## src/rtl/apb_regfile_if.sv

```systemverilog
`default_nettype none
// ---------------------------------------------------------------------------
// Module   : apb_regfile_if
// Brief    : APB bus bundle between a requester (master) and apb_regfile (slave)
// Revision : 1.0 - initial release
// ---------------------------------------------------------------------------
interface apb_regfile_if #(
   parameter int ADDR_WIDTH = 32,
   parameter int DATA_WIDTH = 32
);
   logic [ADDR_WIDTH-1:0]   paddr;
   logic [2:0]              pprot;
   logic                    pnse;
   logic                    psel;
   logic                    penable;
   logic                    pwrite;
   logic [DATA_WIDTH-1:0]   pwdata;
   logic [DATA_WIDTH/8-1:0] pstrb;
   logic                    pready;
   logic [DATA_WIDTH-1:0]   prdata;
   logic                    pslverr;

   modport master (
      output paddr, pprot, pnse, psel, penable, pwrite, pwdata, pstrb,
      input  pready, prdata, pslverr
   );

   modport slave (
      input  paddr, pprot, pnse, psel, penable, pwrite, pwdata, pstrb,
      output pready, prdata, pslverr
   );
endinterface
`default_nettype wire

```

## src/rtl/apb_regfile.sv

```systemverilog
`default_nettype none
// ---------------------------------------------------------------------------
// Module   : apb_regfile
// Brief    : APB completer with ID/status/control registers and wait states
// Revision : 1.0 - initial release
// ---------------------------------------------------------------------------
module apb_regfile #(
   parameter int                    ADDR_WIDTH  = 32,
   parameter int                    DATA_WIDTH  = 32,
   parameter int                    NUM_REGS    = 8,
   parameter int                    WAIT_STATES = 1,
   parameter logic [DATA_WIDTH-1:0] ID_VALUE    = DATA_WIDTH'(32'h0A9B_0001)
) (
   input  logic                               pclk,
   input  logic                               presetn,
   apb_regfile_if.slave                       bus,
   input  logic [DATA_WIDTH-1:0]              hw_status,
   output logic [(NUM_REGS-2)*DATA_WIDTH-1:0] ctrl_q,
   output logic [NUM_REGS-3:0]                ctrl_wr
);
   localparam int c_NBYTES = DATA_WIDTH / 8;
   localparam int c_LSB    = $clog2(c_NBYTES);
   localparam int c_IDX_W  = $clog2(NUM_REGS);
   localparam int c_NCTRL  = NUM_REGS - 2;
   localparam int c_CNT_W  = 4;
   localparam logic [c_CNT_W-1:0] c_WAIT_INIT = c_CNT_W'(WAIT_STATES);

   typedef enum logic [0:0] {
      S_IDLE   = 1'b0,
      S_ACCESS = 1'b1
   } state_t;

   state_t                r_state;
   logic [c_CNT_W-1:0]    r_cnt;
   logic [DATA_WIDTH-1:0] r_ctrl [c_NCTRL];
   logic [c_NCTRL-1:0]    r_ctrl_wr;

   logic [ADDR_WIDTH-1:0] w_word;
   logic [c_IDX_W-1:0]    w_idx;
   logic                  w_misalign;
   logic                  w_oor;
   logic                  w_err;
   logic                  w_pready;
   logic                  w_commit;
   logic [DATA_WIDTH-1:0] w_rdata;
   logic                  w_unused;

   // Address decode; the full word index is compared so aliases above the bank error out
   assign w_word = bus.paddr >> c_LSB;
   assign w_idx  = bus.paddr[c_LSB +: c_IDX_W];
   assign w_oor  = (w_word >= ADDR_WIDTH'(NUM_REGS));

   generate
      if (c_LSB > 0) begin : g_align
         assign w_misalign = |bus.paddr[c_LSB-1:0];
      end else begin : g_no_align
         assign w_misalign = 1'b0;
      end
   endgenerate

   assign w_err    = w_misalign | w_oor | (bus.pwrite & (w_idx < c_IDX_W'(2)));
   assign w_pready = (r_state == S_ACCESS) && (r_cnt == '0);
   assign w_commit = w_pready & bus.psel & bus.penable & bus.pwrite & ~w_err;

   always_comb begin
      w_rdata = '0;
      if (w_idx == c_IDX_W'(0)) begin
         w_rdata = ID_VALUE;
      end else if (w_idx == c_IDX_W'(1)) begin
         w_rdata = hw_status;
      end else begin
         for (int r = 0; r < c_NCTRL; r++) begin
            if (w_idx == c_IDX_W'(r + 2)) begin
               w_rdata = r_ctrl[r];
            end
         end
      end
   end

   assign bus.pready  = w_pready;
   assign bus.pslverr = w_pready & w_err;
   assign bus.prdata  = (w_pready & ~bus.pwrite & ~w_err) ? w_rdata : '0;

   // Transfer sequencer; dropping psel during access abandons the transfer
   always_ff @(posedge pclk or negedge presetn) begin
      if (!presetn) begin
         r_state <= S_IDLE;
         r_cnt   <= '0;
      end else begin
         case (r_state)
            S_IDLE: begin
               if (bus.psel && !bus.penable) begin
                  r_state <= S_ACCESS;
                  r_cnt   <= c_WAIT_INIT;
               end
            end
            S_ACCESS: begin
               if (!bus.psel) begin
                  r_state <= S_IDLE;
               end else if (r_cnt != '0) begin
                  r_cnt <= r_cnt - c_CNT_W'(1);
               end else if (bus.penable) begin
                  r_state <= S_IDLE;
               end
            end
            default: r_state <= S_IDLE;
         endcase
      end
   end

   always_ff @(posedge pclk or negedge presetn) begin
      if (!presetn) begin
         for (int r = 0; r < c_NCTRL; r++) begin
            r_ctrl[r] <= '0;
         end
         r_ctrl_wr <= '0;
      end else begin
         r_ctrl_wr <= '0;
         for (int r = 0; r < c_NCTRL; r++) begin
            if (w_commit && (w_idx == c_IDX_W'(r + 2))) begin
               r_ctrl_wr[r] <= 1'b1;
               for (int b = 0; b < c_NBYTES; b++) begin
                  if (bus.pstrb[b]) begin
                     r_ctrl[r][8*b +: 8] <= bus.pwdata[8*b +: 8];
                  end
               end
            end
         end
      end
   end

   generate
      for (genvar g = 0; g < c_NCTRL; g++) begin : g_ctrl_out
         assign ctrl_q[g*DATA_WIDTH +: DATA_WIDTH] = r_ctrl[g];
      end
   endgenerate

   assign ctrl_wr  = r_ctrl_wr;
   assign w_unused = ^{bus.pprot, bus.pnse};

endmodule
`default_nettype wire

```

## src/flat_wrapper.sv

```systemverilog
// flat-port wrapper written by rule: the top's interface ports become plain ports
module apb_regfile_flat 
#(
   parameter int                    ADDR_WIDTH  = 32,
   parameter int                    DATA_WIDTH  = 32,
   parameter int                    NUM_REGS    = 8,
   parameter int                    WAIT_STATES = 1,
   parameter logic [DATA_WIDTH-1:0] ID_VALUE    = DATA_WIDTH'(32'h0A9B_0001)
)
  (pclk, presetn, hw_status, ctrl_q, ctrl_wr, bus_paddr, bus_pprot, bus_pnse, bus_psel, bus_penable, bus_pwrite, bus_pwdata, bus_pstrb, bus_pready, bus_prdata, bus_pslverr);
  apb_regfile_if #(.ADDR_WIDTH(ADDR_WIDTH), .DATA_WIDTH(DATA_WIDTH)) bus_i ();
  input  logic pclk;
  input  logic presetn;
  input  logic [DATA_WIDTH-1:0] hw_status;
  output logic [(NUM_REGS-2)*DATA_WIDTH-1:0] ctrl_q;
  output logic [NUM_REGS-3:0] ctrl_wr;
  input wire logic [$bits(bus_i.paddr)-1:0] bus_paddr;
  input wire logic [$bits(bus_i.pprot)-1:0] bus_pprot;
  input wire logic [$bits(bus_i.pnse)-1:0] bus_pnse;
  input wire logic [$bits(bus_i.psel)-1:0] bus_psel;
  input wire logic [$bits(bus_i.penable)-1:0] bus_penable;
  input wire logic [$bits(bus_i.pwrite)-1:0] bus_pwrite;
  input wire logic [$bits(bus_i.pwdata)-1:0] bus_pwdata;
  input wire logic [$bits(bus_i.pstrb)-1:0] bus_pstrb;
  output wire logic [$bits(bus_i.pready)-1:0] bus_pready;
  output wire logic [$bits(bus_i.prdata)-1:0] bus_prdata;
  output wire logic [$bits(bus_i.pslverr)-1:0] bus_pslverr;
  assign bus_i.paddr = bus_paddr;
  assign bus_i.pprot = bus_pprot;
  assign bus_i.pnse = bus_pnse;
  assign bus_i.psel = bus_psel;
  assign bus_i.penable = bus_penable;
  assign bus_i.pwrite = bus_pwrite;
  assign bus_i.pwdata = bus_pwdata;
  assign bus_i.pstrb = bus_pstrb;
  assign bus_pready = bus_i.pready;
  assign bus_prdata = bus_i.prdata;
  assign bus_pslverr = bus_i.pslverr;
  apb_regfile #(.ADDR_WIDTH(ADDR_WIDTH), .DATA_WIDTH(DATA_WIDTH), .NUM_REGS(NUM_REGS), .WAIT_STATES(WAIT_STATES), .ID_VALUE(ID_VALUE)) u_core (.pclk(pclk), .presetn(presetn), .bus(bus_i), .hw_status(hw_status), .ctrl_q(ctrl_q), .ctrl_wr(ctrl_wr));
endmodule
```

## config.mk

```make
export PLATFORM = sky130hd
export DESIGN_NAME = apb_regfile_flat
export DESIGN_NICKNAME = d
export VERILOG_FILES = /design/src/rtl/apb_regfile_if.sv /design/src/rtl/apb_regfile.sv /design/src/flat_wrapper.sv
export SDC_FILE = /design/constraint.sdc
export NUM_CORES = 1
export LEC_CHECK = 0
export CELL_PAD_IN_SITES_DETAIL_PLACEMENT = 1
export CELL_PAD_IN_SITES_GLOBAL_PLACEMENT = 2
export CORE_MARGIN = 2
export CORE_UTILIZATION = 41
export CTS_CLUSTER_SIZE = 28
export DETAILED_ROUTE_END_ITERATION = 7
export DONT_BUFFER_PORTS = 1
export GPL_ROUTABILITY_DRIVEN = 0
export PLACE_DENSITY = 0.91
export SYNTH_ARGS = -nofsm -noshare
export SYNTH_HDL_FRONTEND = slang
export SYNTH_SLANG_ARGS = --single-unit
```

## constraint.sdc

```tcl
create_clock -name pclk -period 2.8 [get_ports pclk]
set_input_delay 0.14 -clock pclk [delete_from_list [all_inputs] [get_ports pclk]]
set_output_delay 0.14 -clock pclk [all_outputs]
set_load 0.02 [all_outputs]
```

==> results.json <==
{
  "clk_pin_slew_ns": 0.06,
  "cts.path.max_buffers": 3,
  "critPathCapture": "bus_prdata[24]",
  "leakagePower_uw": 0.006012,
  "grt_pass1_vias": 8920,
  "insertion_delay_ns": 0.53,
  "max-vdd-ir-drop_uv": 838.6,
  "start_util_pct": 42.03,
  "hold_viol_final": 203,
  "status": "complete, but fails checks",
  "power_density_nw_per_um2": 534.3,
  "yosys_warnings": 0,
  "ant_nets": 0,
  "violations": "hold timing",
  "synth_flop_cell": "dfrtp_1",
  "synthArstFlopShare_pct": 100.0,
  "cts.sinks": 203,
  "wl_per_cell_um": 28.99,
  "final_util_pct": 51.33,
  "startpoint_type": "flip-flop",
  "overflow": 0,
  "cts_buffers": 24,
  "final_cell_mix": "203 x dfrtp_1, 169 x mux2_2, 84 x buf_4",
  "required_ns": 2.66,
  "worst_setup_path_end_kind": "primary output",
  "hold_path_class": "input pin to asynchronous set/reset pin",
  "setup_viol": 0,
  "slew_violations": 0,
  "ys_seq_area_share_pct": 47.72,
  "rows": 58,
  "drc_errors": 0,
  "io_pins": 341,
  "cp.arrival_ns": 2.62,
  "skew_ns": 0.01529,
  "slew_headroom_pct": 49.91,
  "vias": 8131,
  "reg2reg_slack_ns": 0.13,
  "drt_iter0_markers": 360,
  "reg2reg_from": "u_core.r_cnt[1]$_DFFE_PN0P_",
  "num-nets-final": 1079,
  "htreeDepth": 1,
  "syn_area_um2": 10650,
  "drive_gt1_share_pct": 38.91,
  "dp_slack_ns": 0.3141,
  "die_h_um": 165.1,
  "layout_setup_ws_ns": 0.04400,
  "worstSetupPathType": "flip-flop to primary output",
  "place_hpwl_um": 24850,
  "min_period_over_period_pct": 98.43,
  "fin_hold_ws_ns": -0.6881,
  "grt_first_pass_wirelength_um": 56450,
  "cts-root-buf": "clkbuf_16",
  "worst_slew_pin_slew_ns": 0.7485,
  "crit_path_max_fanout": 12,
  "drt_wl_total_um": 38190,
  "synth-edff-count": 0,
  "tritoncts": "built",
  "grtUsageTotal_pct": 27.47,
  "synth.ff_latch_count": 203,
  "r2r_cells": 10,
  "syn_avg_cell_area_um2": 12.28,
  "r2r-end": "u_core.ctrl_q[70]$_DFFE_PN0P_",
  "drt-pass1-iter-count": 4,
  "syn_nets": 977,
  "core_um2": 25330,
  "yosysUniqueCellTypes": 55,
  "fmax_mhz": 362.8,
  "syn_inst": 867,
  "dieArea_um2": 27270,
  "hold_buffers": 38,
  "diodes": 0,
  "startpoint": "u_core.r_cnt[1]$_DFFE_PN0P_",
  "die-width_um": 165.1,
  "final_common_cell": "dfrtp_1",
  "vias_per_cell": 6.174,
  "grt_max_degree": 204,
  "port_buffers": 0,
  "period_needed_ns": 2.756,
  "maxCapViolations": 0,
  "antenna_found_initial": 0,
  "syn_to_final_growth_pct": 22.12
}
## kinds of logic after synthesis
family	Yosys count	share of synthesized area (%)
adder cells (fa/ha/maj)	1	0.1175
multiplexers	236	25.74
buffers and inverters	70	2.786
AO/OA/AOI/OAI	145	8.933
flip-flops	203	47.72
AND/OR/NAND/NOR	212	14.70
## per-stage QoR
step	std cells	total power (uW)	hold WS (ns)	setup TNS, ns	instance area [um2]
3_3_place_gp	1227	3369	-0.1513	0	11470
6_report	1317	6946	-0.6881	0	13000
2_1_floorplan	867	3349	-0.1556	0	10650
5_1_grt	1317	7145	-0.7129	-0.03552	13000
3_5_place_dp	1227	3391	-0.1527	0	11470
4_1_cts	1315	6957	-0.7109	0	12930
## Yosys cell counts, types with 2 or more instances
| cell type | instances | area [um2] |
|---|---|---|
| dfrtp_1 | 203 | 5080 |
| mux2_2 | 169 | 1903 |
| clkbuf_1 | 42 | 157.7 |
| o21ai_0 | 38 | 190.2 |
| nand2_1 | 34 | 127.6 |
| mux2_4 | 32 | 480.5 |
| mux2i_1 | 30 | 300.3 |
| nor2_1 | 28 | 105.1 |
| nor4_4 | 24 | 510.5 |
| a21oi_1 | 22 | 110.1 |
| o22ai_1 | 20 | 125.1 |
| nor3_1 | 19 | 95.09 |
| nand2b_1 | 16 | 100.1 |
| nor3b_1 | 16 | 120.1 |
| inv_1 | 14 | 52.55 |
| nand3_1 | 14 | 70.07 |
| nor4_1 | 13 | 81.33 |
| a22o_1 | 12 | 105.1 |
| a211oi_1 | 11 | 82.58 |
| a221oi_1 | 11 | 96.34 |
| and2_1 | 11 | 68.82 |
| a31oi_1 | 9 | 56.30 |
| or3_1 | 8 | 50.05 |
| nor4b_1 | 7 | 61.31 |
| o211ai_1 | 7 | 52.55 |
| nand4_1 | 6 | 37.54 |
| buf_1 | 5 | 18.77 |
| mux2_1 | 5 | 56.30 |
| clkinv_1 | 4 | 15.01 |
| o22a_1 | 4 | 35.03 |
| and3b_1 | 3 | 26.28 |
| a211o_1 | 2 | 17.52 |
| and3_1 | 2 | 12.51 |
| buf_2 | 2 | 10.01 |
| buf_6 | 2 | 22.52 |
| nor2b_1 | 2 | 12.51 |
| o221ai_1 | 2 | 17.52 |
## layout make-up
| class | count | area [um2] |
|---|---|---|
| fill | 2581 | 12330 |
| multi-input combinational | 594 | 5448 |
| sequential | 203 | 5080 |
| timing repair buffer | 128 | 1112 |
| clock buffer | 34 | 718.2 |
| tap | 330 | 412.9 |
| clock inverter | 10 | 161.4 |
| inverter | 18 | 67.56 |
## how the worst min path moves through the flow
stage	start	to	cells after the start
finish	presetn	u_core.ctrl_q[135]$_DFFE_PN0P_	0
CTS	presetn	u_core.ctrl_q[135]$_DFFE_PN0P_	0
global route	presetn	u_core.ctrl_q[135]$_DFFE_PN0P_	0
detailed placement	presetn	u_core.ctrl_q[135]$_DFFE_PN0P_	0
global placement	presetn	u_core.ctrl_q[135]$_DFFE_PN0P_	0
floorplan	presetn	u_core.ctrl_q[0]$_DFFE_PN0P_	0
## critical path: stages, from the launching register on
cell and delay (ns):
dfrtp_1 0.39, inv_2 0.08, ha_4 0.15, nand4bb_1 0.15, buf_6 0.16, nor4_4 0.27
nand4b_1 0.15, buf_6 0.16, buf_12 0.15, nor3_1 0.24, buf_4 0.19
## sequential cells by signal, summed over array words and instances, names as in the netlist
name and cells:
u_core.ctrl_q 192, u_core.ctrl_wr 6, u_core.r_cnt 4, u_core.r_state 1
## per-layer routing
layer	vias up	global-route usage (%)	share of wire, %
met1	4291	32.73	39
met4	0	7.905	2.6
met3	54	6.518	7.4
met2	323	49.26	51
met5	-	0	0
li1	3463	-	-
## where the power goes
part           internal [uW]  switching (uW)  leakage, uW
Sequential              2960            35.7      0.00283
Combinational            241             277      0.00274
Clock                   2150            1280     0.000439
## timing repair
item / CTS / global route
endpoints found under the hold margin: 403 / 203
pin swaps: 3 / 2
buffers inserted: 5 / 2
endpoints found under the setup margin: 28 / 24
gates resized for setup: 21 / 11
gates cloned: 1 / 0
No activity file was read; power rests on OpenSTA's default activity.
